===== src/rtl/gray_code_counter.sv =====
// gray_code_counter
//   Registered up/down counter with a Gray-coded output bus for the
//   gray_to_binary stage downstream. The binary count is carried alongside
//   for self-checking. Each count step flips exactly one gray_out bit, so the
//   bus can be sampled with skew or across a clock domain boundary. Clear and
//   load are explicit jumps that can flip several bits; they are flagged on
//   the jump output.
//
// Parameters
//   WIDTH    count width in bits (>= 2)
//   RST_VAL  binary value taken on reset and on clr
//   WRAP_EN  1: wrap modulo 2^WIDTH; 0: saturate at 0 and at 2^WIDTH-1
//
// Ports
//   clk       in   1      rising-edge clock
//   rst       in   1      asynchronous, active-high reset
//   clr       in   1      synchronous clear to RST_VAL (highest priority)
//   load      in   1      synchronous load of load_val (beats en)
//   load_val  in   WIDTH  binary value to load
//   en        in   1      count enable
//   up_dn     in   1      1 = increment, 0 = decrement
//   gray_out  out  WIDTH  registered Gray count
//   bin_out   out  WIDTH  registered binary count, aligned with gray_out
//   wrap      out  1      1-cycle pulse: count wrapped, or hit its limit when saturating
//   jump      out  1      1-cycle pulse: count changed by clr or load

module gray_code_counter #(
    parameter int unsigned WIDTH   = 4,
    parameter int unsigned RST_VAL = 0,
    parameter bit          WRAP_EN = 1'b1
) (
    input  logic             clk,
    input  logic             rst,
    input  logic             clr,
    input  logic             load,
    input  logic [WIDTH-1:0] load_val,
    input  logic             en,
    input  logic             up_dn,
    output logic [WIDTH-1:0] gray_out,
    output logic [WIDTH-1:0] bin_out,
    output logic             wrap,
    output logic             jump
);

    localparam logic [WIDTH-1:0] RST_BIN  = RST_VAL[WIDTH-1:0];
    localparam logic [WIDTH-1:0] RST_GRAY = RST_BIN ^ (RST_BIN >> 1);
    localparam logic [WIDTH-1:0] MAX_CNT  = '1;
    localparam logic [WIDTH-1:0] ONE      = {{(WIDTH-1){1'b0}}, 1'b1};

    logic [WIDTH-1:0] bin_q;
    logic [WIDTH-1:0] gray_q;
    logic             wrap_q;
    logic             jump_q;

    logic [WIDTH-1:0] bin_nxt;
    logic [WIDTH-1:0] gray_nxt;
    logic             wrap_nxt;
    logic             jump_nxt;

    // Next-state: clr > load > en. load_val is only looked at under load,
    // so an undriven load_val cannot leak into the count.
    always_comb begin
        bin_nxt  = bin_q;
        wrap_nxt = 1'b0;
        jump_nxt = 1'b0;
        if (clr) begin
            bin_nxt  = RST_BIN;
            jump_nxt = (bin_q != RST_BIN);
        end else if (load) begin
            bin_nxt  = load_val;
            jump_nxt = (bin_q != load_val);
        end else if (en) begin
            if (up_dn) begin
                if (bin_q == MAX_CNT) begin
                    wrap_nxt = 1'b1;
                    bin_nxt  = WRAP_EN ? '0 : bin_q;
                end else begin
                    bin_nxt = bin_q + ONE;
                end
            end else begin
                if (bin_q == '0) begin
                    wrap_nxt = 1'b1;
                    bin_nxt  = WRAP_EN ? MAX_CNT : bin_q;
                end else begin
                    bin_nxt = bin_q - ONE;
                end
            end
        end
        // Gray is encoded before the flops so the registered bus never
        // carries decode glitches and stays aligned with bin_q.
        gray_nxt = bin_nxt ^ (bin_nxt >> 1);
    end

    always_ff @(posedge clk or posedge rst) begin
        if (rst) begin
            bin_q  <= RST_BIN;
            gray_q <= RST_GRAY;
            wrap_q <= 1'b0;
            jump_q <= 1'b0;
        end else begin
            bin_q  <= bin_nxt;
            gray_q <= gray_nxt;
            wrap_q <= wrap_nxt;
            jump_q <= jump_nxt;
        end
    end

    assign bin_out  = bin_q;
    assign gray_out = gray_q;
    assign wrap     = wrap_q;
    assign jump     = jump_q;

endmodule


===== config.mk =====
export PLATFORM = sky130hd
export DESIGN_NAME = gray_code_counter
export DESIGN_NICKNAME = d
export VERILOG_FILES = /design/src/rtl/gray_code_counter.sv
export SDC_FILE = /design/constraint.sdc
export NUM_CORES = 1
export LEC_CHECK = 0
export ABC_AREA = 1
export BUFFER_PORTS_ARGS = -buffer_cell sky130_fd_sc_hd__buf_2
export CORE_MARGIN = 1.5
export CORE_UTILIZATION = 40
export DETAILED_ROUTE_END_ITERATION = 6
export GPL_ROUTABILITY_DRIVEN = 0
export PLACE_DENSITY_LB_ADDON = 0.1
export SLEW_MARGIN = 20
export SYNTH_ARGS = -nofsm -noshare
export SYNTH_HDL_FRONTEND = slang
export SYNTH_SLANG_ARGS = --single-unit

===== constraint.sdc =====
create_clock -name clk -period 1.7 [get_ports clk]
set_input_delay 0.085 -clock clk [delete_from_list [all_inputs] [get_ports clk]]
set_output_delay 0.085 -clock clk [all_outputs]
set_load 0.03 [all_outputs]

-- Word level (Yosys, flattened, before mapping)
Index checks and enable logic that the tools add are counted.
W data, S select, Z words.
- register bits after elaboration: 10
- input port bits: 10
- output and inout bits: 10
- word-level logic and storage cells: 25
- add/subtract/negate cells: 2
- eq/ne operators: 2
- mux-type cells: 14
- bitwise logic cells: 1
- reductions and logical operators: 2
- operators with widths (cell ; count):
    $mux W4 ; 6
    $mux W1 ; 8
    $add A4 B1 Y4 const B ; 1
    $eq A4 B4 Y1 const B ; 1
    $logic_not A4 Y1 ; 1
    $ne A4 B4 Y1 ; 1
    $reduce_bool A4 Y1 ; 1
    $sub A4 B1 Y4 const B ; 1
    $xor A4 B3 Y4 ; 1

-- Longest topological paths before layout
Gate-level depths: netlist of the first run.
- depth in word-level cells: 7
- depth in mapped cells: 11
- gate-level depth less buffers: 11

-- Least setup slack after synthesis of the first run
OpenSTA, ideal clock, no wires.
- path kind: flip-flop to flip-flop
- start point: register bin_q[0], in the netlist bin_out[0]
- end point: register gray_q[1], in the netlist gray_out[1]
- library setup time: 0.130 ns
- arrival time: 1.577 ns
- path slack: -0.007 ns
- stages on the path, launching flop included: 9
- path buffers: 0
- clock period less this slack: 1.707 ns
- cells stage by stage: dfrtp_1 inv_1 ha_1 or2_1 nand3_1 nand2_1 nand3_1 nand2_1 xor2_1
- cells in the longest elaborated chain, start to end: 7
- elaborated cells on any way between the ends: 11
- those cells by class: 2 x add/sub; 1 x eq/ne; 6 x mux; 1 x bitwise; 1 x reduce/logical
- ends and longest elaborated chain (what ; line ; text):
    start: declaration ; 50 ; logic [WIDTH-1:0] bin_q;
    start signal: assignment ; 101 ; bin_q <= bin_nxt;
    $sub A4 B1 Y4, or another cell as far along ; 85 ; bin_nxt = bin_q - ONE;
    $mux W4 (on tied branches) ; 81, 74 ;
    $mux W4 * ; 73 ; if (up_dn) begin
    $mux W4 * ; 72 ; end else if (en) begin
    $mux W4 * ; 69 ; end else if (load) begin
    $mux W4 * ; 66 ; if (clr) begin
    $xor A4 B3 Y4 * ; 91 ; gray_nxt = bin_nxt ^ (bin_nxt >> 1);
    named net gray_nxt[1] ; 56 ; logic [WIDTH-1:0] gray_nxt;
    end signal: assignment ; 102 ; gray_q <= gray_nxt;
    end: declaration ; 51 ; logic [WIDTH-1:0] gray_q;
The timed path passes the listed nets; every way through them passes the cells marked *.

-- Worst setup path in the final report of the first run
- start point: register bin_q[1], in the netlist bin_out[1]
- end point: register gray_q[1], in the netlist gray_out[1]
- cells in the longest elaborated chain, start to end: 7
- elaborated cells on any way between the ends: 11
- those cells by class: 2 x add/sub; 1 x eq/ne; 6 x mux; 1 x bitwise; 1 x reduce/logical
- ends and longest elaborated chain (what ; line):
    $sub A4 B1 Y4, or another cell as far along ; 85
    $mux W4 (on tied branches) ; 81, 74
    $mux W4 ; 73
    $mux W4 * ; 72
    $mux W4 * ; 69
    $mux W4 * ; 66
    $xor A4 B3 Y4 * ; 91
    named net gray_nxt[1] ; 56
Marked as above.

==> results of run 1 <==
==> layout by cell type, fill, tap and decap left out <==
cell type | Yosys | routed
xor2_1 | 2 | 2
clkbuf_4 | 0 | 3
dlygate4sd3_1 | 0 | 1
inv_1 | 11 | 11
a211oi_1 | 1 | 1
o211ai_1 | 1 | 1
or2_1 | 2 | 2
nand2_1 | 20 | 20
a22o_1 | 1 | 1
ha_1 | 2 | 2
dfrtp_2 | 0 | 1
inv_2 | 3 | 3
dfrtp_1 | 9 | 8
xnor2_1 | 4 | 4
a21oi_1 | 3 | 3
nand3_1 | 11 | 11
o21ai_0 | 1 | 1
nor2_1 | 6 | 6
clkbuf_1 | 0 | 1
a22oi_4 | 1 | 1
buf_2 | 1 | 19
nand4_1 | 3 | 3
==> worst reg2reg max path, stage by stage, from the launching register on <==
cell,delay [ps]
dfrtp_1,460
inv_1,90
ha_1,190
or2_1,240
nand3_1,70
nand2_1,50
nand3_1,70
nand2_1,90
xor2_1,170
==> flip-flops by register name, summed over array words and instances, names as in the netlist <==
name	cells
gray_out	3
jump	1
bin_out	4
wrap	1
==> per-layer routing <==
metal | share of wire [%] | routed length, um | GRT usage [%]
met5 | 0 | 0 | 0
met4 | 0 | 0 | 3.750
met3 | 4.5 | 60 | 6.466
met2 | 52 | 683 | 29.54
met1 | 44 | 576 | 18.50
==> worst min path at each step <==
stage | start | to | depth (start not counted) | slack (ps)
global placement | rst | gray_out[0]$_DFF_PP0_ | 2 | 70
floorplan | rst | bin_out[1]$_DFF_PP0_ | 1 | -90
global route | up_dn | wrap$_DFF_PP0_ | 2 | 110
detailed placement | rst | gray_out[0]$_DFF_PP0_ | 2 | 70
finish | up_dn | wrap$_DFF_PP0_ | 2 | 110
CTS | up_dn | wrap$_DFF_PP0_ | 2 | 100
==> cells by family (layout without fill, tap and decap cells) <==
group | count (synthesis) | after routing
xor gates and xnor gates | 6 | 6
and+or+nand+nor | 42 | 42
adders and majority gates | 2 | 2
DFF | 9 | 9
buffers and inverters | 17 | 38
AOI/OAI and AO/OA | 8 | 8
==> metrics by stage <==
stage / cell area, sq um / util [%] / instances / total power, W
5_1_grt: 757.0 / 51.45 / 121 / 0.0006661
2_1_floorplan: 623.1 / - / 84 / 0.0004058
4_1_cts: 757.0 / 51.45 / 121 / 0.0006334
3_3_place_gp: 720.7 / 48.98 / 116 / 0.0004614
6_report: 757.0 / 51.45 / 121 / 0.0006255
3_5_place_dp: 720.7 / 48.98 / 116 / 0.0004611
==> report_power, final <==
| group | total (W) | switching (W) | internal [W] |
|---|---|---|---|
| Sequential | 0.000256 | 0.0000205 | 0.000235 |
| Clock | 0.000168 | 0.0000772 | 0.0000904 |
| Combinational | 0.000202 | 0.000131 | 0.0000708 |
| Total | 0.000626 | 0.000229 | 0.000397 |
==> area by class of cell <==
cell class                      instances  share of cell area, %
Tap cell                               16                  2.645
Sequential cell                         9                  29.92
Timing Repair Buffer                   20                  13.88
Clock buffer                            4                  3.471
Multi-Input combinational cell         58                  43.14
Inverter                               14                  6.942
==> timing repair <==
item	4_1_cts	5_1_grt
endpoints found under the hold margin	9	0
setup endpoints to repair	0	0
resized for setup	0	0
hold buffers	1	0
==> metrics.md, run 1 <==
| Metric | Value |
|---|---|
| Status | completed |
| CP bufs+invs | 1 |
| Largest net degree at the start of global routing | 10 |
| Final count of negative-setup-slack endpoints | 0 |
| Antenna Violating Nets Remaining | 0 |
| Critical path's slowest cell | dfrtp_1 |
| Row cnt | 14 |
| Max Cap Violations | 0 |
| Crit. Startpoint | bin_out[1]$_DFF_PP0_ |
| Tcrit/Tclk final | between 90% and 100% |
| Antenna cells | 0 |
| Worst-path cell chain | inv_1 > ha_1 > or2_1 > nand3_1 > nand2_1 > nand3_1 > nand2_1 > xor2_1 |
| P&R area growth vs syn | 21.73% |
| Worst Hold Margin | around 110 ps |
| Via/cell ratio | 4.950 |
| CP Class | flip-flop to flip-flop |
| Layout cells sized above 1 | ~26% |
| Post-CTS setup repair buffer count | 0 |
| Initial DRC count | 5 |
| GRT overflow | 0 |
| Clk slew on worst S/H paths | 70 ps |
| Number of port buffers | 19 |
| Worst Skew | around 11 ps |
| Startpoint Class | flip-flop |
| CTS Buf Count | 3 |
| Post-synth EDFFs | 0 |
| Worst slew pin tran | 348.8 ps |
| Post-Synth XOR/XNOR Area | ~8.5% |
| Syn_nets | 96 |
| Mux share of post-synthesis cell area | 0% |
| RSZ-0062 raised after global routing | no |
| IO Pins | 20 |
| Simple-gate share of the synthesized area | slightly below 30% |
| Worst Setup EP | gray_out[1]$_DFF_PP0_ |
| Unique masters post-synth | 20 |
| Req. time, crit path | 1850 ps |
| Top-count cell post-synth | nand2_1 |
| Max stage delay on crit path | 460 ps |
| Die Y | 42.43 um |
| Vias | roughly 600 |
| Core outline area | 1471 sq um |
| Synth area leaders | dfrtp_1 (36%), nand2_1 (12%), nand3_1 (8.9%) |
| Cell Pwr Density | ~830 nW/um^2 |
| Reg-to-reg critical path endpoint | gray_out[1]$_DFF_PP0_ |
| Number of fill cells | roughly 160 |
| FF/Latch Area | ~230 sq um |
| Synth async-reset ratio | 100.0% |
| Compound-cell area share of the yosys netlist | 10.46% |
| Post-synthesis instance total | 84 |
| Final net count | 118 |
| DR pass1 iterations | 4 |
| HPWL after DPL | about 1100 um |
| DP Worst Slack | 171.3 ps |
| Worst slew margin | roughly three quarters |
| HP Class | input port to flip-flop |
| Initial cell density of the core | between 40% and 50% |
| Achievable Freq | between 600 and 700 MHz |
| Final setup TNS | 0 ps |
| Crit. End Element | flip-flop |
| Post-synthesis adder-cell area fraction | 4.024% |
| H-tree lvl count | 1 |
| Cell depth of the worst flop-to-flop path | 8 |
| Final worst path period need | between 1500 and 2000 ps |
| Sink Count | 9 |
| Register bit total from synthesis | 9 |
| Mean Syn Cell Area | between 7 and 8 sq um |
| Root buf cell | clkbuf_4 |
| Yosys warnings | 0 |
| CTS tree | built |
| Die ar. | 1800 sq um |
| Gr usage total | 16.61% |
| Wirelength, routed | about 1300 um |
| Post-synth top area cell | dfrtp_1 |
| Die Span X | between 40 and 50 um |
| Reg2reg start | bin_out[1]$_DFF_PP0_ |
| Cell family with most CP delay | simple AND/OR/NAND/NOR gates |
| Count of final hold-check violations | 0 |
| LEAKAGE | 0.4292 nW |
| Peak fanout along the critical path | 7 |
| Clock buffer depth | 2 |
| Area occupied by multi-input gates | 326.6 sq um |
| Skew-Pair Late Insertion Delay | between 200 and 300 ps |
| Initial antenna violation count | 0 |
| Cell area after synthesis | roughly 620 sq um |
| DR DRC count | 0 |
| Seq/Total Area, Yosys | between 30% and 40% |
| Most common flop cell mapped by yosys | dfrtp_1 |
| Critical path depth | 8 |
| Yosys top cell area share | a little over a third |
| R2R Setup Slk | approximately 160 ps |
| Vias in the first global route | roughly 540 |
| Pins Over Slew Limit | 0 |
| Critical path arrival | 1690 ps |
| Post-DR wirelength/cell | between 10 and 15 um |
| Largest family of logic cells by synthesized area | simple AND/OR/NAND/NOR gates |
| First-pass GRT wire length | roughly 2200 um |
| Post-route setup slack | ~160 ps |
| Commonest cells post-synth | nand2_1 (20), inv_1 (11), nand3_1 (11), dfrtp_1 (9), nor2_1 (6) |
| Peak supply drop | around 370 uV |
Note: power is estimated with default switching activity, not from simulation.
==> inputs of run 2 (changes only) <==
BUFFER_PORTS_ARGS = not set   (was -buffer_cell sky130_fd_sc_hd__buf_2)
DONT_BUFFER_PORTS = 1   (was not set)
PLACE_DENSITY = 0.53   (was not set)
PLACE_DENSITY_LB_ADDON = not set   (was 0.1)
SKIP_LAST_GASP = 1   (was not set)
==> run 2 against run 1 <==
Worst hold slack got worse by 98 ps; clock skew rose by 0.67 ps; sequential share of layout area increased by 0.099 points; final cell count fell by 6.6%; critical endpoint unchanged; largest cell class unchanged.
==> metrics.md, run 2 (same netlist as run 1, synthesis figures left out) <==
| Metric | Value |
|---|---|
| Layout cells sized above 1 | 15.46% (-10 points) |
| Die ar. | 1800 sq um (unchanged) |
| DR pass1 iterations | 4 (unchanged) |
| HPWL after DPL | 1088 um (+2.3%) |
| H-tree lvl count | 1 (unchanged) |
| R2R Setup Slk | 180 ps (about the same) |
| First-pass GRT wire length | 2525 um (+15%) |
| Vias in the first global route | 596 (+11%) |
| Skew-Pair Late Insertion Delay | 270 ps (about the same) |
| DR DRC count | 0 (unchanged) |
| Highest metal used | met4 |
| Root buf cell | clkbuf_4 |
| Achievable Freq | 656.2 MHz (+0.98%) |
| Max stage delay on crit path | 430 ps (-30 ps) |
| Gr usage total | 18.72% (+2.1 points) |
| Vias | 588 (-1.8%) |
| Critical path arrival | 1660 ps (-30 ps) |
| Largest net degree at the start of global routing | 10 (unchanged) |
| Number of port buffers | 0 (-19) |
| Final worst path period need | 1524 ps (-14.95 ps) |
| LEAKAGE | 0.3998 nW (-6.8%) |
| DP Worst Slack | 182.2 ps (+10.87 ps) |
| Die Y | 42.43 um (unchanged) |
| Peak fanout along the critical path | 4 (-3) |
| Most frequent cells in the layout | nand2_1 (20), inv_1 (11), nand3_1 (11) |
| Status | completed |
| HP Class | input port to flip-flop |
| CTS tree | built |
| Worst Skew | 12.07 ps (+0.6680 ps) |
| Hold Startpoint | clr |
| GRT overflow | 0 (unchanged) |
| Critical path depth | 8 (unchanged) |
| Cell Pwr Density | 822.3 nW/um^2 (-0.49%) |
| Metal2 WL | 715 um (+4.7%) |
| Core outline area | 1471 sq um (unchanged) |
| Leading cell type in the layout, fill and taps excluded | nand2_1 |
| Reg2reg start | bin_out[1]$_DFF_PP0_ |
| Tcrit/Tclk final | 89.64% (-0.88 points) |
| Max reg flops | 4 (unchanged) |
| Initial antenna violation count | 0 (unchanged) |
| Reg-to-reg critical path endpoint | gray_out[1]$_DFF_PP0_ |
| Count of final hold-check violations | 0 (unchanged) |
| CP bufs+invs | 1 (unchanged) |
| WHS Path Cells | 3 (+1) |
| Initial DRC count | 20 (+15) |
| WL met1 | 610 um (+5.9%) |
| Post-DR wirelength/cell | 12.99 um (+19%) |
| Final count of negative-setup-slack endpoints | 0 (unchanged) |
| Antenna Violating Nets Remaining | 0 (unchanged) |
| Via/cell ratio | 5.204 (+5.1%) |
| Pins Over Slew Limit | 0 (unchanged) |
| Critical path's slowest cell | dfrtp_1 |
| Cell depth of the worst flop-to-flop path | 8 (unchanged) |
| Clk slew on worst S/H paths | 70 ps (about the same) |
| Post-CTS sizing | 0 (unchanged) |
| Post-route setup slack | 176.1 ps (+14.95 ps) |
| Worst slew margin | 77.32% (+0.60 points) |
| Worst slew pin tran | 339.8 ps (-8.994 ps) |
| Startpoint Class | flip-flop |
| IO Pins | 20 (unchanged) |
| RSZ-0062 raised after global routing | no |
| Sink Count | 9 (unchanged) |
| Worst-path cell chain | inv_1 > ha_1 > or2_1 > nand3_1 > nand2_1 > nand3_1 > nand2_1 > xor2_1 |
| Hold EP | bin_out[3]$_DFF_PP0_ |
| Clock buffer depth | 2 (unchanged) |
| Initial cell density of the core | 42.26% (unchanged) |
| Crit. End Element | flip-flop |
| Die Span X | 42.43 um (unchanged) |
| P&R area growth vs syn | 21.33% |
| Peak supply drop | 547.8 uV (+48%) |
| Final net count | 110 (-6.8%) |
| Antenna cells | 0 (unchanged) |
| Cell family with most CP delay | simple AND/OR/NAND/NOR gates |
| Max Cap Violations | 0 (unchanged) |
| Wirelength, routed | 1468 um (+11%) |
| Final setup TNS | 0 ps (unchanged) |
| CTS Buf Count | 3 (unchanged) |
| CP Class | flip-flop to flip-flop |
| Crit. Startpoint | bin_out[1]$_DFF_PP0_ |
| Met3 wire len | 136 um (+130%) |
| Row cnt | 14 (unchanged) |
| Req. time, crit path | 1830 ps (-20 ps) |
-- run 2: cell types whose count changed in the layout (fill, tap and decap cells not counted), sizes merged --
cell,previous run,this run
buf,19,7
dlygate4sd3,1,5
-- run 2: final cells by class --
| cell class | count | area, sq um |
|---|---|---|
| Fill cell | 157 | 716.9 |
| Multi-Input combinational cell | 58 | 326.6 |
| Sequential cell | 9 | 226.5 |
| Timing Repair Buffer | 12 | 102.6 |
| Inverter | 14 | 52.55 |
| Clock buffer | 4 | 26.28 |
| Tap cell | 16 | 20.02 |
-- run 2: layer usage --
layer	global-route usage [%]	vias to the layer above
met1	24.80	264
li1	-	294
met5	0	-
met2	29.23	28
met3	7.759	2
met4	2.500	0
-- run 2: worst min-delay path: cells and delay by family --
kind          cells  cell delay, ps
buf+inv           1              40
simple gates      2             110
-- run 2: metrics by stage --
stage	instances	power [W]	area [sq um]	hold slack (ps)	util (%)
4_1_cts	110	0.0006171	732.0	6.424	49.74
6_report	113	0.0006204	754.5	12.64	51.28
5_1_grt	113	0.0006594	754.5	9.042	51.28
2_1_floorplan	84	0.0004058	623.1	-87.15	-
3_3_place_gp	101	0.0004378	655.6	-38.75	44.56
3_5_place_dp	101	0.0004349	655.6	-37.98	44.56
-- run 2: timing repair --
| item | in CTS | in global routing |
|---|---|---|
| hold buffers | 5 | 0 |
| endpoints found under the setup margin | 0 | 1 |
| hold endpoints to repair | 13 | 0 |
| setup buffers | 0 | 3 |
-- run 2: how the worst max path moves through the flow --
stage,endpoint
final,gray_out[1]$_DFF_PP0_
after global routing,gray_out[2]$_DFF_PP0_
after CTS,gray_out[1]$_DFF_PP0_
after detailed placement,gray_out[1]$_DFF_PP0_
after global placement,gray_out[0]$_DFF_PP0_
after floorplan,gray_out[1]$_DFF_PP0_
-- run 2: power breakdown --
part	internal, W	switching [W]	total, W	leakage [nW]
clock	0.0000905	0.0000800	0.000170	0.0150
sequential	0.000235	0.0000471	0.000282	0.113
combinational	0.0000706	0.0000969	0.000168	0.272
total	0.000397	0.000224	0.000620	0.400
